===== src/rtl/lcd_window_gen.sv =====
// LCD data-enable/window generator: derives lcd_de, signed pixel/line positions
// and a frame-length lock flag from scandoubled hs_n/vs_n.
module lcd_window_gen #(
  parameter int CW          = 12,
  parameter int H_ACTIVE    = 800,
  parameter int V_ACTIVE    = 480,
  parameter int LOCK_FRAMES = 2,
  parameter int H_START0    = -104,
  parameter int H_START1    = -104,
  parameter int H_START2    = -69,
  parameter int V_START0    = -34,
  parameter int V_START1    = -94,
  parameter int V_START2    = 0
) (
  input  logic          clk_pixel,
  input  logic          por,
  input  logic          hs_n,
  input  logic          vs_n,
  input  logic [1:0]    vmode,
  input  logic          trim_we,
  input  logic [7:0]    h_trim,
  input  logic [7:0]    v_trim,
  output logic          lcd_de,
  output logic [CW-1:0] hpos,
  output logic [CW-1:0] vpos,
  output logic          frame_start,
  output logic          locked
);

  localparam logic signed [CW-1:0] POS_MAX = {1'b0, {(CW-1){1'b1}}};
  localparam logic signed [CW-1:0] H_ACT_S = CW'(H_ACTIVE);
  localparam logic signed [CW-1:0] V_ACT_S = CW'(V_ACTIVE);
  localparam logic [4:0]           LOCK_W  = 5'(LOCK_FRAMES);

  logic                 last_hs_n_q, last_hs_n_d;
  logic                 last_vs_n_q, last_vs_n_d;
  logic [1:0]           mode_q, mode_d;
  logic [7:0]           h_trim_q, h_trim_d;
  logic [7:0]           v_trim_q, v_trim_d;
  logic signed [CW-1:0] hpos_q, hpos_d;
  logic signed [CW-1:0] vpos_q, vpos_d;
  logic [CW-1:0]        lines_q, lines_d;
  logic [CW-1:0]        prev_lines_q, prev_lines_d;
  logic [3:0]           stable_q, stable_d;
  logic                 locked_q, locked_d;
  logic                 frame_start_q, frame_start_d;

  logic                 hs_rise, vs_rise, mode_change;
  logic [1:0]           vmode_n;
  logic signed [CW-1:0] h_start_sel, v_start_sel, h_load, v_load;
  logic [CW-1:0]        lines_inc;
  logic [4:0]           stable_p1;

  assign hs_rise     = hs_n & ~last_hs_n_q;
  assign vs_rise     = hs_rise & vs_n & ~last_vs_n_q;
  assign vmode_n     = (vmode == 2'd3) ? 2'd2 : vmode;
  assign mode_change = hs_rise & (vmode_n != mode_q);
  assign lines_inc   = (lines_q == '1) ? lines_q : lines_q + CW'(1);
  assign stable_p1   = {1'b0, stable_q} + 5'd1;

  // Start offsets follow the mode registered on the previous line start.
  always_comb begin
    h_start_sel = CW'(H_START2);
    v_start_sel = CW'(V_START2);
    case (mode_q)
      2'd0: begin
        h_start_sel = CW'(H_START0);
        v_start_sel = CW'(V_START0);
      end
      2'd1: begin
        h_start_sel = CW'(H_START1);
        v_start_sel = CW'(V_START1);
      end
      default: ;
    endcase
  end

  assign h_load = h_start_sel + CW'($signed(h_trim_q));
  assign v_load = v_start_sel + CW'($signed(v_trim_q));

  always_comb begin
    last_hs_n_d   = hs_n;
    last_vs_n_d   = last_vs_n_q;
    mode_d        = mode_q;
    h_trim_d      = h_trim_q;
    v_trim_d      = v_trim_q;
    hpos_d        = hpos_q;
    vpos_d        = vpos_q;
    lines_d       = lines_q;
    prev_lines_d  = prev_lines_q;
    stable_d      = stable_q;
    locked_d      = locked_q;
    frame_start_d = vs_rise;

    if (trim_we) begin
      h_trim_d = h_trim;
      v_trim_d = v_trim;
    end

    if (hs_rise) begin
      last_vs_n_d = vs_n;
      mode_d      = vmode_n;
      hpos_d      = h_load;
      lines_d     = lines_inc;
      if (vs_rise) begin
        vpos_d       = v_load;
        prev_lines_d = lines_inc;
        lines_d      = CW'(1);
        if (lines_inc == prev_lines_q) begin
          stable_d = (stable_p1 >= LOCK_W) ? LOCK_W[3:0] : stable_p1[3:0];
          locked_d = (stable_p1 >= LOCK_W);
        end else begin
          stable_d = 4'd0;
          locked_d = 1'b0;
        end
      end else begin
        vpos_d = (vpos_q == POS_MAX) ? vpos_q : vpos_q + CW'(1);
      end
      // A mode switch wins over an equal-length compare on the same edge.
      if (mode_change) begin
        stable_d = 4'd0;
        locked_d = 1'b0;
      end
    end else begin
      hpos_d = (hpos_q == POS_MAX) ? hpos_q : hpos_q + CW'(1);
    end
  end

  always_ff @(posedge clk_pixel or posedge por) begin
    if (por) begin
      last_hs_n_q   <= 1'b1;
      last_vs_n_q   <= 1'b1;
      mode_q        <= 2'd0;
      h_trim_q      <= 8'd0;
      v_trim_q      <= 8'd0;
      hpos_q        <= '0;
      vpos_q        <= '0;
      lines_q       <= '0;
      prev_lines_q  <= '0;
      stable_q      <= 4'd0;
      locked_q      <= 1'b0;
      frame_start_q <= 1'b0;
    end else begin
      last_hs_n_q   <= last_hs_n_d;
      last_vs_n_q   <= last_vs_n_d;
      mode_q        <= mode_d;
      h_trim_q      <= h_trim_d;
      v_trim_q      <= v_trim_d;
      hpos_q        <= hpos_d;
      vpos_q        <= vpos_d;
      lines_q       <= lines_d;
      prev_lines_q  <= prev_lines_d;
      stable_q      <= stable_d;
      locked_q      <= locked_d;
      frame_start_q <= frame_start_d;
    end
  end

  assign lcd_de      = locked_q & ~hpos_q[CW-1] & (hpos_q < H_ACT_S)
                                & ~vpos_q[CW-1] & (vpos_q < V_ACT_S);
  assign hpos        = hpos_q;
  assign vpos        = vpos_q;
  assign frame_start = frame_start_q;
  assign locked      = locked_q;

endmodule


===== config.mk =====
export PLATFORM = sky130hd
export DESIGN_NAME = lcd_window_gen
export DESIGN_NICKNAME = d
export VERILOG_FILES = /design/src/rtl/lcd_window_gen.sv
export SDC_FILE = /design/constraint.sdc
export NUM_CORES = 1
export LEC_CHECK = 0
export CORE_ASPECT_RATIO = 0.5
export CORE_UTILIZATION = 53
export CTS_BUF_LIST = sky130_fd_sc_hd__clkbuf_4
export DETAILED_ROUTE_END_ITERATION = 10
export PLACE_DENSITY = 0.83
export SLEW_MARGIN = 10
export SYNTH_ARGS = -nofsm -noshare
export SYNTH_HDL_FRONTEND = slang
export SYNTH_SLANG_ARGS = --single-unit

===== constraint.sdc =====
create_clock -name clk_pixel -period 2.2 [get_ports clk_pixel]
set_input_delay 0.33 -clock clk_pixel [delete_from_list [all_inputs] [get_ports clk_pixel]]
set_output_delay 0.33 -clock clk_pixel [all_outputs]
set_load 0.05 [all_outputs]

# Yosys cells after proc, flatten, opt, wreduce, memory -nomap -nowiden
# Cells that the tools add are included.
# totals
register_bits	74
latchBits	0
mem_bits_rw	0
romBits	0
input_bits	23
elab_cells	64
mem_count	0
# op_classes
n_addsub	6
multipliers	0
div	0
n_lt_le_gt_ge	3
eq_ne	9
shifts	0
n_mux	16
bitwise_logic	12
n_reduce_logical	6
# op_table
operator	count
$mux 12	6
$eq 12x12->1 const B	3
$add 12x2->12 const B	2
$pmux 12 s2	1
$mux 4	4
$add 12x1->12 const B	1
$add 12x8->12	1
$eq 12x12->1	1
$lt 12x10->1 const B	1
$lt 12x11->1 const B	1
$add 8x8->9	1
$and 1x1->1	8
$mux 6	1
$reduce_and 2->1	3
$add 4x1->5 const B	1
$ge 5x2->1 const B	1
$ne 2x2->1 const B	2
$not 1->1	4
$mux 1	3
$eq 2x1->1 const B	1
$eq 2x2->1 const B	1
$logic_not 2->1	1
$mux 2	1
$ne 2x2->1	1
other kinds (2)	2

# Logic depth before layout (Yosys ltp)
# depth
ltp_word	6
depth_mapped	10

# Worst setup path before layout
# OpenSTA, ideal clock, no wires.
# synth_path
path_type	register to register
from	reg lines_q[2]
to	reg locked_q, in the netlist locked
arrival_ps	2387
slack_ps	-265
path_stages_with_launch	9
period_less_slack_ps	2465
path_cell_list	dfrtp_1 > buf_4 > and4_1 > buf_4 > nand4_4 > mux2_4 > or4_1 > or4_4 > o21ai_1
# synth_between
elab_chain_len	6
elab_cells_between_ends	7
classes_between	add/sub (1); eq/ne (2); mux (4)
# synth_lines
element	line_no	source
from (decl)	42	logic [CW-1:0] lines_q, lines_d;
from (signal assigned)	151	lines_q <= lines_d;
$add 12x1->12 or $eq 12x12->1 (tied branches)	58	assign lines_inc = (lines_q == '1) ? lines_q : lines_q + CW'(1);
$mux 12 *	58	
$eq 12x12->1 *	109	if (lines_inc == prev_lines_q) begin
$mux 1 *	109	
$mux 1 *	105	if (vs_rise) begin
$mux 1 *	120	if (mode_change) begin
to (signal assigned)	154	locked_q <= locked_d;
to (decl)	45	logic locked_q, locked_d;
# Mark *: on every way between the ends. The rest lies on a longest branch, timed or not. The select of a mux whose other input is x is not followed.
# A chain may end at the register's enable or synchronous reset.

# Worst setup path after layout
# layout_path
from	reg lines_q[0]
to	reg locked_q, in the netlist locked
# The elaborated chain is that of the path after synthesis.

==> metrics.md <==
| Metric | Value |
|---|---|
| # port buffers | 49 |
| Top FF cell, synth | dfrtp_1 |
| Most Used Layer, Global Route | met2 |
| WP data arrival | 2.72 ns |
| CP max stage delay | 0.57 ns |
| Post-synth top area share | 0.393 |
| Slew margin rel. | 0.653 |
| Total track usage | 0.279 |
| Post-DP HPWL | 8420 µm |
| Met1 GRT Util | 0.365 |
| YS warnings | 0 |
| CTS tree | yes |
| Synth cell types | 62 |
| GRT overflow | 0 |
| Syn Std Cell Area | 4580 µm² |
| Routed via count | 4516 |
| M3 GR Usage | 0.0548 |
| Reg2reg end | locked$_DFFE_PP0P_ |
| Synth area leader | dfrtp_1 |
| Mapped Cells | 532 |
| First-pass DRT Iterations | 7 |
| Area contributors post-synth | dfrtp_1 39%, o21ai_0 5.5%, nand2_1 5.4% |
| FILL cells | 577 |
| Tcrit/Tclk final | 1.06 |
| CTS Root Buffer Type | clkbuf_4 |
| Final WL | 12300 µm |
| Starting density of the core | 0.559 |
| Failing checks | negative setup slack |
| First-pass GRT wire length | 19600 µm |
| RSZ-0062 raised after global routing | yes |
| FP Rows | 23 |
| #FFs+latches synth | 74 |
| Crit path to | locked$_DFFE_PP0P_ |
| Storage cell area | 1870 µm² |
| Most common cell after layout, fill and taps aside | buf_4 |
| Tot Pwr | 0.00592 W |
| Die W | 134 µm |
| Endpoints failing setup | 5 |
| Syn nets | 568 |
| Clock tree buffer depth | 2 |
| Drt drc | 0 |
| Layout cell share with drive strength beyond 1 | 0.260 |
| Fin Clk Skew | 0.0167 ns |
| Met2 Track Usage GR | 0.475 |
| Hold Worst Slack | 0.294 ns |
| Slew @ Worst Pin | 0.519 ns |
| Crit Path Max Fanout | 5 |
| Top cell by count, worst path | buf_4 |
| Multi-input logic area | 2720 µm² |
| Share of the yosys chip area belonging to registers | 0.405 |
| Pwr/cell area | 972 nW/µm² |
| Peak Freq | 427 MHz |
| Clock Pin Slew Worst Setup and Hold Paths | 0.11 ns |
| Vias in the first global route | 3984 |
| Post-DRT Antenna Nets | 0 |
| Placer Congestion | 0.971 |
| Num CTS Buffers | 9 |
| Crit path launch type | register |
| DR iter-0 viols | 482 |
| Area Overhead vs Synth | 32.8% |
| Total Nets Final | 676 |
| Hold Violations, Final | 0 |
| Status | finished, violations left |
| Final setup margin | -0.141 ns |
| Sum of negative setup slack | -0.406 ns |
| Core footprint | 8200 µm² |
| IO Pins | 50 |
| Final Max Tran Viols | 0 |
| Leak pwr | 2.54 nW |
| Via density per instance | 5.96 |
| Non-Filler Instances | 758 |
| CTS sink count | 74 |
| Worst Path Required | 2.58 ns |
| Chip height | 67.8 µm |
| Min cycle time layout | 2.34 ns |
| CP Launch Point | lines_q[0]$_DFFE_PP0P_ |
| Worst reg2reg startpoint | lines_q[0]$_DFFE_PP0P_ |
| Final core utilization | 0.742 |
| Post-synth EDFFs | 0 |
| Largest net degree at the start of global routing | 45 |
| DIE AREA | 9050 µm² |
| VDD IR max | 0.656 mV |
| # Max-Cap Violations | 0 |
| Clock H-tree levels | 3 |
| Crit Path Class | reg -> reg |
| R2R cell count | 9 |
| Crit-path cells | buf_4 -> ha_4 -> buf_4 -> nand2_1 -> a211oi_1 -> o21a_1 -> a2111o_1 -> or4_4 -> o21ai_2 |
| Placed Cells incl. Taps | 730 |
| HP Class | in -> async |
| Initial antenna violation count | 1 |
| Critical Path End Type | register |
| Most frequent cells in the layout | 75 x buf_4, 66 x nand2_1, 63 x dfrtp_1, 48 x clkdlybuf4s50_1, 45 x o21ai_0 |
| Worst skew pair latency | 0.45 ns |
| Syn Area/Cell | 8.61 µm² |
| Async SR Flop Fraction | 1.00 |
| Slack of the worst reg-to-reg path | -0.14 ns |
| DR WL/cell | 16.3 µm |
| Crit-path slowest cell | or4_4 |
[sequential cells by signal, summed over array words and instances, names as in the netlist, 2 cells and up]
| signal | cells |
|---|---|
| prev_lines_q | 12 |
| lines_q | 12 |
| vpos | 12 |
| stable_q | 4 |
| h_trim_q | 8 |
| mode_q | 2 |
| hpos | 12 |
| v_trim_q | 8 |
[report_power, final]
group / switching (W) / internal (W) / total [W]
sequential: 0.000414 / 0.00169 / 0.00210
combinational: 0.00165 / 0.00130 / 0.00295
clock: 0.000483 / 0.000378 / 0.000861
total: 0.00255 / 0.00337 / 0.00592
[critical path: cells and delay by family (launching register included)]
family,cells,cell delay (ns)
AO/OA/AOI/OAI,4,0.77
AND/OR/NAND/NOR,2,0.63
flip-flops,1,0.40
buffers and inverters,2,0.29
adder cells (fa/ha/maj),1,0.18
[cell families (layout without fill, tap and decap cells)]
| family | count (synthesis) | after routing | synth area share |
|---|---|---|---|
| adders and majority gates | 13 | 13 | 0.0371 |
| DFF | 74 | 74 | 0.405 |
| muxes | 19 | 19 | 0.0464 |
| and+or+nand+nor | 198 | 198 | 0.216 |
| other | 0 | 1 | 0 |
| xor gates and xnor gates | 25 | 25 | 0.0478 |
| AOI/OAI and AO/OA | 152 | 152 | 0.202 |
| buffers and inverters | 51 | 164 | 0.0456 |
[cell usage after synthesis, drive strengths merged, types with 3 or more instances]
library cell / number
o22ai: 3
nand4: 11
xor2: 8
nand2: 66
clkbuf: 26
o21a: 3
and2: 6
and3: 7
or3: 9
nor4: 4
or4: 3
ha: 12
inv: 17
o21ai: 54
a21oi: 44
o211ai: 4
nor2: 36
xnor2: 17
dfrtp: 72
nand2b: 4
a211oi: 3
nand3: 24
mux2i: 4
buf: 8
a31oi: 6
and4: 5
mux2: 15
nor3: 11
o31ai: 8
nor2b: 6
o2111ai: 3
[layer usage]
metal / vias to the layer above / wire, µm
met1: 2159 / 5420
met2: 183 / 5950
met3: 31 / 697
met4: 0 / 255
li1: 2143 / -
met5: - / 0
[stage by stage]
stage	instance area, µm²	setup WS, ns
global route	6090	-0.187
CTS	5970	-0.0323
floorplan	4660	-0.0495
finish	6090	-0.141
detailed placement	5680	-0.341
global placement	5680	-0.305
[how the worst min path moves through the flow]
stage	start	to	slack, ns	cells past startpoint
CTS	por	lines_q[10]$_DFFE_PP0P_	0.30	3
global route	por	stable_q[3]$_DFFE_PP0P_	0.31	3
finish	por	stable_q[2]$_DFFE_PP0P_	0.29	3
detailed placement	last_vs_n_q$_DFFE_PP1P_	last_vs_n_q$_DFFE_PP1P_	0.46	2
floorplan	hs_n	last_hs_n_q$_DFF_PP1_	0.33	0
global placement	last_vs_n_q$_DFFE_PP1P_	last_vs_n_q$_DFFE_PP1P_	0.45	2
[timing repair]
item / CTS / global route
hold endpoints to repair: 0 / 0
hold buffers: 0 / 0
buffers inserted: 7 / 4
setup endpoints to repair: 10 / 14
pin swaps: 12 / 20
gates resized for setup: 29 / 22
[layout make-up]
type / count / area share
well taps: 112 / 0.0230
repair buffers: 131 / 0.191
clock buffers: 12 / 0.0148
flip-flops and latches: 74 / 0.306
clock inverters: 4 / 0.00719
diodes: 1 / 0.000411
inverters: 17 / 0.0115
multi-input cells: 407 / 0.446
No activity file was read; power rests on OpenSTA's default activity.
